==> src/rtl/uart_word_link.sv <==
// uart_word_link: parametrised UART word transceiver.
// TX serialises an 8*WORD_BYTES-bit word into back-to-back 8N1 frames,
// LSB byte first. RX rebuilds words from incoming frames, flags framing
// errors and drops partial words after an idle timeout.
// Optional build macro UART_PARITY_EN: adds an even-parity bit between the
// data and stop bits on both paths, plus the rx_parity_err strobe port.
module uart_word_link #(
  parameter int CLKS_PER_BIT    = 27,
  parameter int WORD_BYTES      = 4,
  parameter int STOP_BITS       = 1,
  parameter int RX_TIMEOUT_BITS = 20
) (
  input  logic                    clk,
  input  logic                    rst,
  input  logic [8*WORD_BYTES-1:0] i_sys_data,
  input  logic                    sys_tx_data_valid,
  output logic                    word_busy,
  output logic                    uart_tx,
  input  logic                    uart_rx,
  output logic [8*WORD_BYTES-1:0] o_sys_data,
  output logic                    sys_rx_data_valid,
  output logic                    rx_frame_err,
  output logic                    rx_timeout
`ifdef UART_PARITY_EN
  ,
  output logic                    rx_parity_err
`endif
);

  localparam int W         = 8 * WORD_BYTES;
  localparam int CW        = $clog2(CLKS_PER_BIT);
  localparam int BW        = (WORD_BYTES > 1) ? $clog2(WORD_BYTES) : 1;
  localparam int TO_CYCLES = RX_TIMEOUT_BITS * CLKS_PER_BIT;
  localparam int TW        = $clog2(TO_CYCLES + 1);

  localparam logic [CW-1:0] BIT_LAST  = CW'(CLKS_PER_BIT - 1);
  localparam logic [CW-1:0] HALF_BIT  = CW'(CLKS_PER_BIT / 2);
  localparam logic [BW-1:0] BYTE_LAST = BW'(WORD_BYTES - 1);
  localparam logic [0:0]    STOP_LAST = 1'(STOP_BITS - 1);
  localparam logic [TW-1:0] TO_LAST   = TW'(TO_CYCLES - 1);

`ifdef UART_PARITY_EN
  localparam bit PARITY_EN = 1'b1;
`else
  localparam bit PARITY_EN = 1'b0;
`endif

  typedef enum logic [2:0] {
    TX_IDLE, TX_START, TX_DATA, TX_PARITY, TX_STOP
  } tx_state_t;

  typedef enum logic [2:0] {
    RX_IDLE, RX_START, RX_DATA, RX_PARITY, RX_STOP, RX_BREAK
  } rx_state_t;

  // ---------------------------------------------------------------- TX path
  tx_state_t      tx_state, tx_state_next;
  logic [CW-1:0]  tx_clk;
  logic [2:0]     tx_bit;
  logic [2:0]     tx_bit_inc;
  logic [0:0]     tx_stop;
  logic [BW-1:0]  tx_byte;
  logic [W-1:0]   tx_word;   // current byte always sits in tx_word[7:0]
  logic           tx_tick;

  assign tx_tick    = (tx_clk == BIT_LAST);
  assign tx_bit_inc = tx_bit + 3'd1;
  assign word_busy  = (tx_state != TX_IDLE);

  // TX state register.
  always_ff @(posedge clk) begin
    // NOTE: sequential state uses non-blocking assignments so every flop
    // samples pre-edge values regardless of block ordering.
    if (rst) tx_state <= TX_IDLE;
    else     tx_state <= tx_state_next;
  end

  // TX next-state: one frame per byte, no gap between frames.
  always_comb begin
    // NOTE: default first so every path assigns it and no latch is inferred.
    tx_state_next = tx_state;
    case (tx_state)
      TX_IDLE:   if (sys_tx_data_valid) tx_state_next = TX_START;
      TX_START:  if (tx_tick) tx_state_next = TX_DATA;
      TX_DATA:   if (tx_tick && tx_bit == 3'd7)
                   tx_state_next = PARITY_EN ? TX_PARITY : TX_STOP;
      TX_PARITY: if (tx_tick) tx_state_next = TX_STOP;
      TX_STOP:   if (tx_tick && tx_stop == STOP_LAST)
                   tx_state_next = (tx_byte == BYTE_LAST) ? TX_IDLE : TX_START;
      default:   tx_state_next = TX_IDLE;
    endcase
  end

  // TX datapath: bit timer, word latch and registered line level.
  always_ff @(posedge clk) begin
    if (rst) begin
      uart_tx <= 1'b1;
      tx_clk  <= '0;
      tx_bit  <= '0;
      tx_stop <= '0;
      tx_byte <= '0;
      tx_word <= '0;
    end else begin
      if (tx_state == TX_IDLE || tx_tick) tx_clk <= '0;
      else                                tx_clk <= tx_clk + 1'b1;

      case (tx_state)
        TX_IDLE: if (sys_tx_data_valid) begin
          tx_word <= i_sys_data;
          tx_byte <= '0;
          uart_tx <= 1'b0;
        end
        TX_START: if (tx_tick) uart_tx <= tx_word[0];
        TX_DATA: if (tx_tick) begin
          tx_bit <= tx_bit_inc;
          if (tx_bit == 3'd7) uart_tx <= PARITY_EN ? ^tx_word[7:0] : 1'b1;
          else                uart_tx <= tx_word[tx_bit_inc];
        end
        TX_PARITY: if (tx_tick) uart_tx <= 1'b1;
        TX_STOP: if (tx_tick) begin
          if (tx_stop == STOP_LAST) begin
            tx_stop <= '0;
            if (tx_byte != BYTE_LAST) begin
              tx_byte <= tx_byte + 1'b1;
              tx_word <= tx_word >> 8;
              uart_tx <= 1'b0;
            end
          end else begin
            tx_stop <= tx_stop + 1'b1;
          end
        end
        default: ;
      endcase
    end
  end

  // ---------------------------------------------------------------- RX path
  logic           rx_meta, rx_sync, rx_prev;
  logic           rx_fall;
  rx_state_t      rx_state, rx_state_next;
  logic [CW-1:0]  rx_clk;
  logic [2:0]     rx_bit;
  logic [7:0]     rx_shift;
  logic [BW-1:0]  rx_k;
  logic [W-1:0]   rx_buf;
  logic [W-1:0]   rx_word_next;
  logic [TW-1:0]  rx_to_cnt;
  logic           rx_tick;
  logic           rx_par_bad;

  assign rx_fall    = rx_prev & ~rx_sync;
  assign rx_tick    = (rx_clk == BIT_LAST);
  assign rx_par_bad = (rx_state == RX_PARITY) && rx_tick && (rx_sync != ^rx_shift);

  // Synchroniser for the asynchronous serial input plus edge-detect history.
  always_ff @(posedge clk) begin
    // NOTE: two flops before any use of uart_rx; preset high so reset does
    // not look like a start bit.
    if (rst) begin
      rx_meta <= 1'b1;
      rx_sync <= 1'b1;
      rx_prev <= 1'b1;
    end else begin
      rx_meta <= uart_rx;
      rx_sync <= rx_meta;
      rx_prev <= rx_sync;
    end
  end

  // RX state register.
  always_ff @(posedge clk) begin
    if (rst) rx_state <= RX_IDLE;
    else     rx_state <= rx_state_next;
  end

  // RX next-state: half-bit start qualification, then full-bit samples.
  always_comb begin
    rx_state_next = rx_state;
    case (rx_state)
      RX_IDLE:   if (rx_fall) rx_state_next = RX_START;
      RX_START:  if (rx_clk == HALF_BIT)
                   rx_state_next = rx_sync ? RX_IDLE : RX_DATA;
      RX_DATA:   if (rx_tick && rx_bit == 3'd7)
                   rx_state_next = PARITY_EN ? RX_PARITY : RX_STOP;
      RX_PARITY: if (rx_tick) rx_state_next = rx_par_bad ? RX_BREAK : RX_STOP;
      RX_STOP:   if (rx_tick) rx_state_next = rx_sync ? RX_IDLE : RX_BREAK;
      RX_BREAK:  if (rx_sync) rx_state_next = RX_IDLE;
      default:   rx_state_next = RX_IDLE;
    endcase
  end

  // Word being assembled with the just-received byte dropped into lane k.
  always_comb begin
    rx_word_next = rx_buf;
    rx_word_next[{rx_k, 3'b000} +: 8] = rx_shift;
  end

  // RX datapath: bit timer, shifter, lane assembly, strobes and timeout.
  always_ff @(posedge clk) begin
    if (rst) begin
      rx_clk            <= '0;
      rx_bit            <= '0;
      rx_shift          <= '0;
      rx_k              <= '0;
      rx_buf            <= '0;
      rx_to_cnt         <= '0;
      o_sys_data        <= '0;
      sys_rx_data_valid <= 1'b0;
      rx_frame_err      <= 1'b0;
      rx_timeout        <= 1'b0;
    end else begin
      sys_rx_data_valid <= 1'b0;
      rx_frame_err      <= 1'b0;
      rx_timeout        <= 1'b0;

      if (rx_state == RX_IDLE || rx_state_next != rx_state || rx_tick) rx_clk <= '0;
      else                                                             rx_clk <= rx_clk + 1'b1;

      if (rx_state == RX_DATA && rx_tick) begin
        rx_shift <= {rx_sync, rx_shift[7:1]};
        rx_bit   <= rx_bit + 1'b1;
      end

      if (rx_state == RX_STOP && rx_tick) begin
        if (rx_sync) begin
          if (rx_k == BYTE_LAST) begin
            o_sys_data        <= rx_word_next;
            sys_rx_data_valid <= 1'b1;
            rx_k              <= '0;
          end else begin
            rx_buf <= rx_word_next;
            rx_k   <= rx_k + 1'b1;
          end
        end else begin
          rx_frame_err <= 1'b1;
          rx_k         <= '0;
        end
      end

      if (rx_par_bad) rx_k <= '0;

      // Idle timer only runs while a partial word is pending.
      if (rx_state != RX_IDLE || rx_k == '0) begin
        rx_to_cnt <= '0;
      end else if (rx_to_cnt == TO_LAST) begin
        rx_timeout <= 1'b1;
        rx_k       <= '0;
        rx_to_cnt  <= '0;
      end else begin
        rx_to_cnt <= rx_to_cnt + 1'b1;
      end
    end
  end

`ifdef UART_PARITY_EN
  // Parity error strobe, one cycle per rejected byte.
  always_ff @(posedge clk) begin
    if (rst) rx_parity_err <= 1'b0;
    else     rx_parity_err <= rx_par_bad;
  end
`endif

endmodule
==> config.mk <==
export PLATFORM = sky130hd
export DESIGN_NAME = uart_word_link
export DESIGN_NICKNAME = d
export VERILOG_FILES = /design/src/rtl/uart_word_link.sv
export SDC_FILE = /design/constraint.sdc
export NUM_CORES = 1
export LEC_CHECK = 0
export CAP_MARGIN = 25
export CORE_ASPECT_RATIO = 0.8
export CORE_MARGIN = 5
export CORE_UTILIZATION = 35
export CTS_BUF_LIST = sky130_fd_sc_hd__clkbuf_16
export DETAILED_ROUTE_END_ITERATION = 16
export MAX_ROUTING_LAYER = met4
export PLACE_DENSITY_LB_ADDON = 0.25
export SYNTH_ARGS = -nofsm -noshare
export SYNTH_HDL_FRONTEND = slang
export SYNTH_SLANG_ARGS = --single-unit
==> constraint.sdc <==
create_clock -name clk -period 2.56 [get_ports clk]
set_clock_uncertainty 0.1 [all_clocks]
set_input_delay 0.768 -clock clk [delete_from_list [all_inputs] [get_ports clk]]
set_output_delay 0.768 -clock clk [all_outputs]
set_load 0.05 [all_outputs]
==> flow_summary.json <==
{
  "status": "complete, no violations",
  "numCtsBuffers": 17,
  "synthCells": 711,
  "finalMaxSlewViolations": 0,
  "multi_input_area_mm2": 0.00326,
  "ys_seq_area_share_pct": 45.4,
  "rr_worst_depth": 6,
  "leakage_uw": 0.00292,
  "routed-via-count": 5251,
  "dp_slack_ns": 0.196,
  "cts_tree": "done",
  "grt_pass1_wl_um": 25500,
  "fillers": 1730,
  "die_w_um": 162,
  "cts.sinks": 147,
  "hold_depth": 1,
  "report.final.setup_viol": 0,
  "insertion_delay_ns": 0.42,
  "r2r_start": "rx_clk[0]",
  "cts.clk_slew.worst_paths_ns": 0.06,
  "dp_hpwl_um": 10500,
  "synth_flop_cell": "dfxtp_1",
  "drt-initial-drc-count": 303,
  "synth_fp_nets": 764,
  "die_h_um": 132,
  "cp_max_fo": 2,
  "yosysTopAreaCellShare_pct": 45.4,
  "die_area_mm2": 0.0213,
  "cp_cell_sequence": "clkdlybuf4s50_1",
  "crit_slowest_cell": "clkdlybuf4s50_1",
  "peakVddDrop_mv": 0.378,
  "core_area_mm2": 0.0182,
  "crit_arrival_ns": 1.61,
  "io_pins": 73,
  "nets": 821,
  "area_delta_synth_final_pct": 25.6,
  "tns_ns": 0,
  "cp.required_ns": 1.69,
  "synth_async_sr_flop_share_pct": 0,
  "crit_type": "register to output pin",
  "fmax_ghz": 0.404,
  "wl_per_cell_um": 15.0,
  "use_met1_pct": 20.5,
  "slowest_delay_ns": 0.82,
  "start_util_pct": 35.7,
  "cap_violations": 0,
  "grt_usage_pct": 15.0,
  "p_per_area_mw_per_mm2": 677,
  "grtUsageMet2_pct": 21.8,
  "drtAntennaViolNets": 0,
  "grt.busiest_layer": "met2",
  "synth_top_area_cell": "dfxtp_1",
  "setup_slack_ns": 0.0818,
  "drt_wl_total_um": 15200,
  "grt_pass1_vias": 5143,
  "remaining_drc_errors": 0,
  "slew_headroom_pct": 49.1,
  "cts_hold_buf": 0,
  "regToRegSetupSlack_ns": 0.22,
  "post_drt_via_cell_ratio": 5.19,
  "rsz0062_at_grt": "no",
  "antenna_cells": 0,
  "seq_area_mm2": 0.00294,
  "grt-ovfl-total": 0,
  "synth_edf_count": 0,
  "synth_area_per_cell_um2": 9.11,
  "worstSetupEndpointType": "output pin",
  "cts_buffer_depth": 2,
  "synthDistinctLibCells": 51,
  "synth_area_mm2": 0.00648,
  "hold_start": "rx_meta",
  "grt_antenna_before_repair": 0,
  "hp-class": "register to register",
  "root_buffer": "clkbuf_16",
  "hold_end": "rx_sync",
  "gp_congestion": 0.756,
  "yosysWarnings": 0,
  "critPathLaunchType": "register",
  "finalHoldViolations": 0,
  "grt_start_max_net_pins": 86,
  "worstMarginPinSlew_ns": 0.762,
  "rr_endpoint": "rx_shift[2]",
  "drt_first_pass_iters": 4,
  "period_share_pct": 96.8,
  "h-tree-depth": 4,
  "critPathTopFamily": "buffers and inverters",
  "ys_seq_elements": 147,
  "met3_usage_pct": 4.66,
  "portBuffers": 72,
  "synth_area_leaders": "dfxtp_1 45%, a211oi_1 10%, mux2i_1 6.2%, a21oi_1 5.9%, nor2_1 5.9%",
  "cp_num_buf_inv": 1,
  "rows": 44,
  "post_cts_resize_count": 0,
  "finalCriticalPeriod_ns": 2.48,
  "drive_gt1_share_pct": 9.09,
  "cts_setup_buffers": 0
}
## state kept, by name, indices dropped and copies added (netlist names), 2 cells and up
register	flops
tx_state	3
rx_clk	5
rx_shift	8
tx_clk	5
rx_bit	3
o_sys_data	32
tx_word	32
tx_bit	3
rx_state	3
rx_to_cnt	10
rx_k	2
rx_buf	32
tx_byte	2
## placed cells by master, fill, tap and decap left out, drive strengths merged, types with 6 or more instances in the layout
master	n
dfxtp	147
nor2	102
a211oi	89
a21oi	77
clkdlybuf4s50	70
mux2i	40
nor2b	33
buf	24
nand2	18
o21ai	17
ha	17
clkbuf	17
nor3	15
inv	15
xor2	13
nand3	8
or2	6
xnor2	6
## worst register-to-register path, stage by stage (launching register included)
cell	delay [ns]
dfxtp_1	0.36
inv_1	0.08
ha_1	0.18
and4b_1	0.40
nand4_1	0.66
mux2i_1	0.38
nor2_1	0.07
## routing by layer
metal | up-vias | routed length (um)
met5 | - | 0
met4 | 0 | 104
met3 | 10 | 894
met2 | 96 | 6760
met1 | 2479 | 7410
li1 | 2666 | -
## through the flow
step / utilization (%) / instances / hold slack (ns) / instance area, um2 / total power (uW)
global placement: 41.2 / 979 / 0.300 / 7490 / 2810
floorplan: - / 711 / 0.289 / 6480 / 2670
finish: 44.8 / 1011 / 0.316 / 8140 / 5510
global route: 44.8 / 1011 / 0.347 / 8140 / 5740
CTS: 44.8 / 1011 / 0.323 / 8140 / 5570
detailed placement: 41.2 / 979 / 0.309 / 7490 / 2830
## logic make-up after synthesis
group | share of synthesized area (%)
compound gates | 19.6
xor+xnor | 3.26
fa+ha+maj | 3.28
buf+inv | 4.40
flops | 45.4
mux | 6.88
simple gates | 17.1
## power by group
part / switching, uW / internal, uW / total, uW
Sequential: 42.3 / 2350 / 2390
Combinational: 203 / 182 / 385
Clock: 998 / 1740 / 2740
## cells in the mapped netlist (3+ instances only)
master,n
dfxtp_1,147
nor2_1,102
a211oi_1,89
a21oi_1,77
clkbuf_1,41
mux2i_1,40
nor2b_1,33
nand2_1,18
ha_1,17
o21ai_0,17
nor3_1,13
xor2_1,13
inv_1,12
nand3_1,8
buf_2,6
buf_4,6
or2_2,6
xnor2_1,6
nand4_1,5
or3_1,4
a21o_1,3
and4b_1,3
buf_1,3
nor3b_1,3
nor4_1,3
## worst max-delay path by stage
stage	from	to	slack [ns]	cells after the start
after floorplan	rx_k[0]	o_sys_data[16]	0.57	6
after global placement	sys_tx_data_valid	tx_word[7]	0.27	6
after detailed placement	sys_tx_data_valid	tx_word[23]	0.20	6
after CTS	o_sys_data[26]	o_sys_data[26]	0.05	1
after global routing	o_sys_data[26]	o_sys_data[26]	0.004	1
final	o_sys_data[26]	o_sys_data[26]	0.08	1
## area by class of cell
| type | instances | share of cell area (%) |
|---|---|---|
| multi-input combinational | 496 | 40.0 |
| inverter | 12 | 0.553 |
| clock inverter | 15 | 2.80 |
| tap | 230 | 3.54 |
| sequential | 147 | 36.2 |
| clock buffer | 17 | 5.23 |
| timing repair buffer | 94 | 11.7 |
Note: power is estimated with default switching activity, not from simulation.
